`config.mk`:
```
export PLATFORM = sky130hd
export DESIGN_NAME = mmio_arbiter_flat
export DESIGN_NICKNAME = d
export VERILOG_FILES = /design/src/rtl/mmio_arb_pkg.sv /design/src/rtl/mmio_arbiter_if.sv /design/src/rtl/mmio_arb_pick.sv /design/src/rtl/mmio_arbiter.sv /design/src/flat_wrapper.sv
export SDC_FILE = /design/constraint.sdc
export NUM_CORES = 1
export LEC_CHECK = 0
export BUFFER_PORTS_ARGS = -buffer_cell sky130_fd_sc_hd__buf_2
export CAP_MARGIN = 20
export CORE_MARGIN = 1
export CORE_UTILIZATION = 40
export DETAILED_ROUTE_END_ITERATION = 7
export PLACE_DENSITY = 0.8
export SYNTH_ARGS = -nofsm -noshare
export SYNTH_HDL_FRONTEND = slang
export SYNTH_SLANG_ARGS = --single-unit
```
`constraint.sdc`:
```
create_clock -name i_clk -period 1.6 [get_ports i_clk]
set_clock_uncertainty 0.05 [all_clocks]
set_input_delay 0 -clock i_clk [delete_from_list [all_inputs] [get_ports i_clk]]
set_output_delay 0 -clock i_clk [all_outputs]
set_load 0.01 [all_outputs]
```
`src/rtl/mmio_arb_pkg.sv`:
```
// Shared types for the two-requester MMIO arbiter: FSM states, default
// widths and the latched transaction record.
package mmio_arb_pkg;

  localparam int ADDR_W_DEF = 26;
  localparam int DATA_W_DEF = 32;
  localparam int BE_W_DEF   = DATA_W_DEF / 8;

  typedef enum logic [1:0] {
    ST_IDLE  = 2'd0,
    ST_ISSUE = 2'd1,
    ST_RESP  = 2'd2
  } state_t;

  typedef struct packed {
    logic [ADDR_W_DEF-1:0] addr;
    logic [DATA_W_DEF-1:0] wdata;
    logic [BE_W_DEF-1:0]   byte_we;
    logic                  read_en;
  } txn_t;

  // A transaction is a write whenever any byte lane is enabled.
  function automatic logic txn_is_write(input txn_t t);
    return |t.byte_we;
  endfunction

endpackage

```
`src/rtl/mmio_arbiter_if.sv`:
```
// Requester-side and downstream-side signals of the MMIO arbiter.
// The slave modport is the arbiter's view; master is the environment's.
interface mmio_arbiter_if #(
  parameter int ADDR_W = 26,
  parameter int DATA_W = 32
);
  localparam int BE_W = DATA_W / 8;

  logic [1:0]        i_req;
  logic [ADDR_W-1:0] i_addr0;
  logic [ADDR_W-1:0] i_addr1;
  logic [DATA_W-1:0] i_wdata0;
  logic [DATA_W-1:0] i_wdata1;
  logic [BE_W-1:0]   i_byte_we0;
  logic [BE_W-1:0]   i_byte_we1;
  logic              i_read_en0;
  logic              i_read_en1;
  logic [1:0]        o_gnt;
  logic [1:0]        o_rvalid;
  logic [DATA_W-1:0] o_rdata;
  logic [ADDR_W-1:0] o_addr;
  logic [DATA_W-1:0] o_data;
  logic [BE_W-1:0]   o_byte_we;
  logic              o_read_en;
  logic [DATA_W-1:0] i_rdata;

  modport slave (
    input  i_req, i_addr0, i_addr1, i_wdata0, i_wdata1,
           i_byte_we0, i_byte_we1, i_read_en0, i_read_en1, i_rdata,
    output o_gnt, o_rvalid, o_rdata, o_addr, o_data, o_byte_we, o_read_en
  );

  modport master (
    output i_req, i_addr0, i_addr1, i_wdata0, i_wdata1,
           i_byte_we0, i_byte_we1, i_read_en0, i_read_en1, i_rdata,
    input  o_gnt, o_rvalid, o_rdata, o_addr, o_data, o_byte_we, o_read_en
  );
endinterface

```
`src/rtl/mmio_arb_pick.sv`:
```
// Combinational winner selection for two requesters.
// MMIO_ARB_ROUND_ROBIN_EN: contention goes to the requester not granted
// last; otherwise requester 0 always wins contention.
module mmio_arb_pick (
  input  logic [1:0] i_req,
`ifdef MMIO_ARB_ROUND_ROBIN_EN
  input  logic       i_last,
`endif
  output logic       o_win
);

  // Select the winning requester index from the request vector.
  always_comb begin
    o_win = 1'b0;
    case (i_req)
      2'b01:   o_win = 1'b0;
      2'b10:   o_win = 1'b1;
`ifdef MMIO_ARB_ROUND_ROBIN_EN
      2'b11:   o_win = ~i_last;
`else
      2'b11:   o_win = 1'b0;
`endif
      default: o_win = 1'b0;
    endcase
  end

endmodule

```
`src/rtl/mmio_arbiter.sv`:
```
// Two-requester MMIO arbiter: accept one request, issue a single
// downstream access, and for reads return the data one cycle later.
// Optional MMIO_ARB_ROUND_ROBIN_EN selects round-robin contention.
module mmio_arbiter
  import mmio_arb_pkg::*;
#(
  parameter int ADDR_W = ADDR_W_DEF,
  parameter int DATA_W = DATA_W_DEF
) (
  input  logic            i_clk,
  input  logic            i_rst_n,
  mmio_arbiter_if.slave   bus
);

  localparam int BE_W = DATA_W / 8;

  state_t r_state;
  txn_t   r_txn;
  logic   r_win;
  logic   w_win;
  txn_t   w_txn_sel;

`ifdef MMIO_ARB_ROUND_ROBIN_EN
  // Last-granted requester; reset to 0 so requester 1 wins first contention.
  logic   r_last;

  mmio_arb_pick u_pick (
    .i_req  (bus.i_req),
    .i_last (r_last),
    .o_win  (w_win)
  );

  // Pointer follows every grant.
  always_ff @(posedge i_clk or negedge i_rst_n) begin
    if (!i_rst_n) begin
      r_last <= 1'b0;
    end else if ((r_state == ST_IDLE) && (|bus.i_req)) begin
      r_last <= w_win;
    end else begin
      r_last <= r_last;
    end
  end
`else
  mmio_arb_pick u_pick (
    .i_req  (bus.i_req),
    .o_win  (w_win)
  );
`endif

  // Gather the winning requester's fields into one record.
  always_comb begin
    w_txn_sel = '0;
    if (w_win) begin
      w_txn_sel.addr    = bus.i_addr1;
      w_txn_sel.wdata   = bus.i_wdata1;
      w_txn_sel.byte_we = bus.i_byte_we1;
      w_txn_sel.read_en = bus.i_read_en1;
    end else begin
      w_txn_sel.addr    = bus.i_addr0;
      w_txn_sel.wdata   = bus.i_wdata0;
      w_txn_sel.byte_we = bus.i_byte_we0;
      w_txn_sel.read_en = bus.i_read_en0;
    end
  end

  // Transaction FSM; all outputs are registered pulses, zero by default.
  always_ff @(posedge i_clk or negedge i_rst_n) begin
    if (!i_rst_n) begin
      r_state       <= ST_IDLE;
      r_txn         <= '0;
      r_win         <= 1'b0;
      bus.o_gnt     <= 2'b00;
      bus.o_rvalid  <= 2'b00;
      bus.o_rdata   <= {DATA_W{1'b0}};
      bus.o_addr    <= {ADDR_W{1'b0}};
      bus.o_data    <= {DATA_W{1'b0}};
      bus.o_byte_we <= {BE_W{1'b0}};
      bus.o_read_en <= 1'b0;
    end else begin
      bus.o_gnt     <= 2'b00;
      bus.o_rvalid  <= 2'b00;
      bus.o_addr    <= {ADDR_W{1'b0}};
      bus.o_data    <= {DATA_W{1'b0}};
      bus.o_byte_we <= {BE_W{1'b0}};
      bus.o_read_en <= 1'b0;
      case (r_state)
        ST_IDLE: begin
          if (|bus.i_req) begin
            r_win     <= w_win;
            r_txn     <= w_txn_sel;
            bus.o_gnt <= w_win ? 2'b10 : 2'b01;
            r_state   <= ST_ISSUE;
          end else begin
            r_state   <= ST_IDLE;
          end
        end
        ST_ISSUE: begin
          bus.o_addr    <= r_txn.addr;
          bus.o_data    <= r_txn.wdata;
          bus.o_byte_we <= r_txn.byte_we;
          if (txn_is_write(r_txn)) begin
            // Byte enables win over a simultaneous read strobe.
            bus.o_read_en <= 1'b0;
            r_state       <= ST_IDLE;
          end else begin
            bus.o_read_en <= r_txn.read_en;
            r_state       <= ST_RESP;
          end
        end
        ST_RESP: begin
          bus.o_rdata  <= bus.i_rdata;
          bus.o_rvalid <= r_win ? 2'b10 : 2'b01;
          r_state      <= ST_IDLE;
        end
        default: begin
          r_state <= ST_IDLE;
        end
      endcase
    end
  end

endmodule

```
`src/flat_wrapper.sv`:
```
// flat-port wrapper written by rule: the top's interface ports become plain ports
module mmio_arbiter_flat import mmio_arb_pkg::*;
#(
  parameter int ADDR_W = ADDR_W_DEF,
  parameter int DATA_W = DATA_W_DEF
)
  (i_clk, i_rst_n, bus_i_req, bus_i_addr0, bus_i_addr1, bus_i_wdata0, bus_i_wdata1, bus_i_byte_we0, bus_i_byte_we1, bus_i_read_en0, bus_i_read_en1, bus_i_rdata, bus_o_gnt, bus_o_rvalid, bus_o_rdata, bus_o_addr, bus_o_data, bus_o_byte_we, bus_o_read_en);
  mmio_arbiter_if #(.ADDR_W(ADDR_W), .DATA_W(DATA_W)) bus_i ();
  input  logic i_clk;
  input  logic i_rst_n;
  input wire logic [$bits(bus_i.i_req)-1:0] bus_i_req;
  input wire logic [$bits(bus_i.i_addr0)-1:0] bus_i_addr0;
  input wire logic [$bits(bus_i.i_addr1)-1:0] bus_i_addr1;
  input wire logic [$bits(bus_i.i_wdata0)-1:0] bus_i_wdata0;
  input wire logic [$bits(bus_i.i_wdata1)-1:0] bus_i_wdata1;
  input wire logic [$bits(bus_i.i_byte_we0)-1:0] bus_i_byte_we0;
  input wire logic [$bits(bus_i.i_byte_we1)-1:0] bus_i_byte_we1;
  input wire logic [$bits(bus_i.i_read_en0)-1:0] bus_i_read_en0;
  input wire logic [$bits(bus_i.i_read_en1)-1:0] bus_i_read_en1;
  input wire logic [$bits(bus_i.i_rdata)-1:0] bus_i_rdata;
  output wire logic [$bits(bus_i.o_gnt)-1:0] bus_o_gnt;
  output wire logic [$bits(bus_i.o_rvalid)-1:0] bus_o_rvalid;
  output wire logic [$bits(bus_i.o_rdata)-1:0] bus_o_rdata;
  output wire logic [$bits(bus_i.o_addr)-1:0] bus_o_addr;
  output wire logic [$bits(bus_i.o_data)-1:0] bus_o_data;
  output wire logic [$bits(bus_i.o_byte_we)-1:0] bus_o_byte_we;
  output wire logic [$bits(bus_i.o_read_en)-1:0] bus_o_read_en;
  assign bus_i.i_req = bus_i_req;
  assign bus_i.i_addr0 = bus_i_addr0;
  assign bus_i.i_addr1 = bus_i_addr1;
  assign bus_i.i_wdata0 = bus_i_wdata0;
  assign bus_i.i_wdata1 = bus_i_wdata1;
  assign bus_i.i_byte_we0 = bus_i_byte_we0;
  assign bus_i.i_byte_we1 = bus_i_byte_we1;
  assign bus_i.i_read_en0 = bus_i_read_en0;
  assign bus_i.i_read_en1 = bus_i_read_en1;
  assign bus_i.i_rdata = bus_i_rdata;
  assign bus_o_gnt = bus_i.o_gnt;
  assign bus_o_rvalid = bus_i.o_rvalid;
  assign bus_o_rdata = bus_i.o_rdata;
  assign bus_o_addr = bus_i.o_addr;
  assign bus_o_data = bus_i.o_data;
  assign bus_o_byte_we = bus_i.o_byte_we;
  assign bus_o_read_en = bus_i.o_read_en;
  mmio_arbiter #(.ADDR_W(ADDR_W), .DATA_W(DATA_W)) u_core (.i_clk(i_clk), .i_rst_n(i_rst_n), .bus(bus_i));
endmodule
```
==> qor.csv <==
stage;metric;value;unit
clock_network;Clk pin slew, worst setup/hold paths;0.06;ns
worst_setup_path;CP Launch Type;register;
pwr;VDD IR max;0.000768;V
floorplanning;die height;135;um
timing;worst-margin pin slew;0.494;ns
timing;Slew headroom;67.1;%
cells_and_area;Layout Nets;1025;
global_route;GRT Residual Overflow;0;
pwr;PD cells;1390;nW/um2
route;Pre-antenna DRT Iters;4;
timing;PnR worst setup slack;0.0469;ns
floorplanning;Site Rows;48;
worst_setup_path;CP required;1.85;ns
route;DR WL/cell;17.3;um
place;routability cong.;0.732;
clock_network;Post-CTS Resized;0;
cells_and_area;ratio of cells with drive above 1 in the final layout;53.8;%
timing;maximum clock frequency;644;MHz
floorplanning;Core ar.;17200;um2
synthesis;Main synth FF type;dfrtp_1;
synthesis;Post-Syn Area;7060;um2
global_route;via count of the first global-routing pass;5589;
worst_setup_path;slowest stage cell, crit path;dfrtp_1;
route;DR DRC count;0;
pwr;Flop pwr share;41.5;%
global_route;GRT Total Usage;21.3;%
route;drt via density;4.54;
hold_path;worst min-delay path class;primary input to asynchronous set/reset pin;
synthesis;synth top area cells;dfrtp_1 (58%), mux2_4 (25%), mux2_2 (6.4%), and2_1 (5.6%), buf_8 (1.3%);
timing;RSZ-0062 raised after global routing;no;
floorplanning;Initial Util;41.0;%
pwr;Int Pwr;11.0;mW
synthesis;Synth top cells by count;dfrtp_1 (165), mux2_4 (118), and2_1 (63);
synthesis;Synth Net Count;588;
timing;Setup violations, final;0;
pwr;net switching power;4.18;mW
synthesis;number of distinct library cells after synthesis;21;
clock_network;worst skew pair latency;0.42;ns
worst_setup_path;kind of cell adding the most delay to the critical path;flip-flops;
synthesis;Post-synth ARST share;100;%
synthesis;sequential share of the synthesized area;58.5;%
clock_network;CTS tree;done;
timing;minimum clock period;1.55;ns
synthesis;Yosys reg bits;165;
pwr;power share of the combinational group;30.7;%
timing;Hold Vio Cnt, Final;0;
route;DR iter-0 viols;142;
synthesis;YS warnings;0;
worst_setup_path;Worst Path Class, Setup;register to register;
global_route;initial antenna violation count;1;
synthesis;Yosys top cell area share;58.5;%
synthesis;Synth area leader;dfrtp_1;
timing;Tcrit/Tclk final;97.1;%
clock_network;clk sinks;165;
pwr;Sw Share;27.5;%
clock_network;Clock Tree Buf Depth;2;
place;DP HPWL;10300;um
synthesis;average cell area after synthesis;16.6;um2
timing;Final Max Tran Viols;0;
global_route;largest net degree at the start of global routing;50;
worst_setup_path;Worst Path Max Fanout;21;
floorplanning;die area;18200;um2
worst_setup_path;capturing element type of the critical path;register;
timing;setup TNS;0;ns
clock_network;H-tree levels;4;
place;IO Port Bufs;260;
job;max cap viols;0;
synthesis;Post-synth EDFFs;0;
synthesis;Syn Inst Count;426;
clock_network;total CTS buffers;17;
worst_setup_path;cell breakdown of the critical path;nor2_1, o21a_4, buf_12, mux2_4;
route;Detail Route Antenna Nets;0;
floorplanning;Die Width;135;um
route;wirelength, routed;19000;um
pwr;leakage;5.51;nW
clock_network;root buf cell;clkbuf_16;
pwr;Clock power frac;27.8;%
cells_and_area;Layout Area Growth over Synthesis;54.7;%
worst_setup_path;Buf/Inv on CP;1;
worst_setup_path;CP peak stage delay;0.38;ns
floorplanning;io pins;261;
cells_and_area;Layout fillers;1194;
synthesis;most frequent cell after synthesis;dfrtp_1;
place;post-place setup slack;0.0294;ns
global_route;global-route wire length before repair;28900;um
route;Vias;5002;
worst_setup_path;WP data arrival;1.80;ns
run_status;outcome;complete, no violations;
-- state kept, by name, indices dropped and copies added, names as in the netlist --
register / cells
u_core.bus.o_addr: 26
u_core.bus.o_byte_we: 4
u_core.bus.o_data: 32
u_core.bus.o_gnt: 2
u_core.bus.o_rdata: 32
u_core.bus.o_read_en: 1
u_core.bus.o_rvalid: 2
u_core.r_state: 2
u_core.r_txn: 63
u_core.r_win: 1
-- cell usage in the layout, fill, tap and decap left out, drive strengths merged --
cell,instances
a21oi,1
and2,64
buf,282
bufinv,4
clkbuf,22
clkinv,2
clkinvlp,3
dfrtp,165
diode,1
dlygate4sd3,161
inv,1
mux2,158
nand2,1
nand2b,1
nor2,5
nor2b,2
nor3,1
nor4b,1
o21a,1
-- power by group through the flow --
stage	registers [mW]	clock network, mW	logic, mW
CTS	6.26	4.31	4.63
global route	6.43	4.52	4.99
detailed placement	6.30	0	4.33
finish	6.30	4.21	4.66
floorplan	6.65	0	2.25
global placement	6.27	0	4.18
-- layout make-up --
cell class | instances | area [um2] | area share, %
repair buffers | 443 | 3180 | 29.2
diodes | 1 | 2.50 | 0.0229
clock inverters | 9 | 153 | 1.40
multi-input cells | 235 | 2710 | 24.8
flip-flops and latches | 165 | 4130 | 37.8
inverters | 1 | 3.75 | 0.0344
well taps | 225 | 282 | 2.58
clock buffers | 22 | 454 | 4.16
-- layer usage --
layer / wire length (um) / GRT usage, % / part of all wire, %
met5: 0 / 0 / 0
met3: 940 / 4.58 / 4.9
met2: 9950 / 38.3 / 52
met4: 856 / 13.6 / 4.5
met1: 7250 / 22.8 / 38
-- stage by stage --
| step | util [%] | hold WS (ns) | std cells | power, mW | area [um2] |
|---|---|---|---|---|---|
| floorplan | - | -0.346 | 426 | 8.89 | 7060 |
| global placement | 50.4 | -0.0698 | 907 | 10.5 | 8690 |
| detailed placement | 50.4 | -0.0620 | 907 | 10.6 | 8690 |
| CTS | 63.3 | 0.0524 | 1099 | 15.2 | 10900 |
| global route | 63.4 | 0.0910 | 1101 | 15.9 | 10900 |
| finish | 63.4 | 0.0665 | 1101 | 15.2 | 10900 |
-- final timing paths --
kind | depth (start not counted) | slack (ns) | startpoint | to
max | 4 | 0.05 | u_core.r_state[0]$_DFF_PN0_ | u_core.r_txn[49]$_DFFE_PN0P_
min | 2 | 0.07 | i_rst_n | u_core.r_txn[38]$_DFFE_PN0P_
max reg2reg | 4 | 0.05 | u_core.r_state[0]$_DFF_PN0_ | u_core.r_txn[49]$_DFFE_PN0P_
min reg2reg | 1 | 0.41 | u_core.r_win$_DFFE_PN0P_ | u_core.bus.o_rvalid[0]$_DFF_PN0_
max in group asynchronous | 3 | 0.82 | i_rst_n | u_core.bus.o_data[22]$_DFF_PN0_
min in group i_clk | 3 | 0.29 | bus_i_rdata[10] | u_core.bus.o_rdata[10]$_DFFE_PN0N_
-- repair_timing --
| action | 4_1_cts | 5_1_grt |
|---|---|---|
| setup buffers | 0 | 1 |
| setup endpoints to repair | 0 | 2 |
| hold buffers | 161 | 0 |
| endpoints found under the hold margin | 262 | 0 |
-- cells by family (layout without fill, tap and decap cells) --
| kind of cell | count (synthesis) | count (layout) | share of synthesized area (%) |
|---|---|---|---|
| buffers and inverters | 26 | 475 | 3.28 |
| AO/OA/AOI/OAI | 2 | 2 | 0.177 |
| flip-flops | 165 | 165 | 58.5 |
| AND/OR/NAND/NOR | 75 | 75 | 6.58 |
| other | 0 | 1 | 0 |
| multiplexers | 158 | 158 | 31.5 |
No activity file was read; power rests on OpenSTA's default activity.
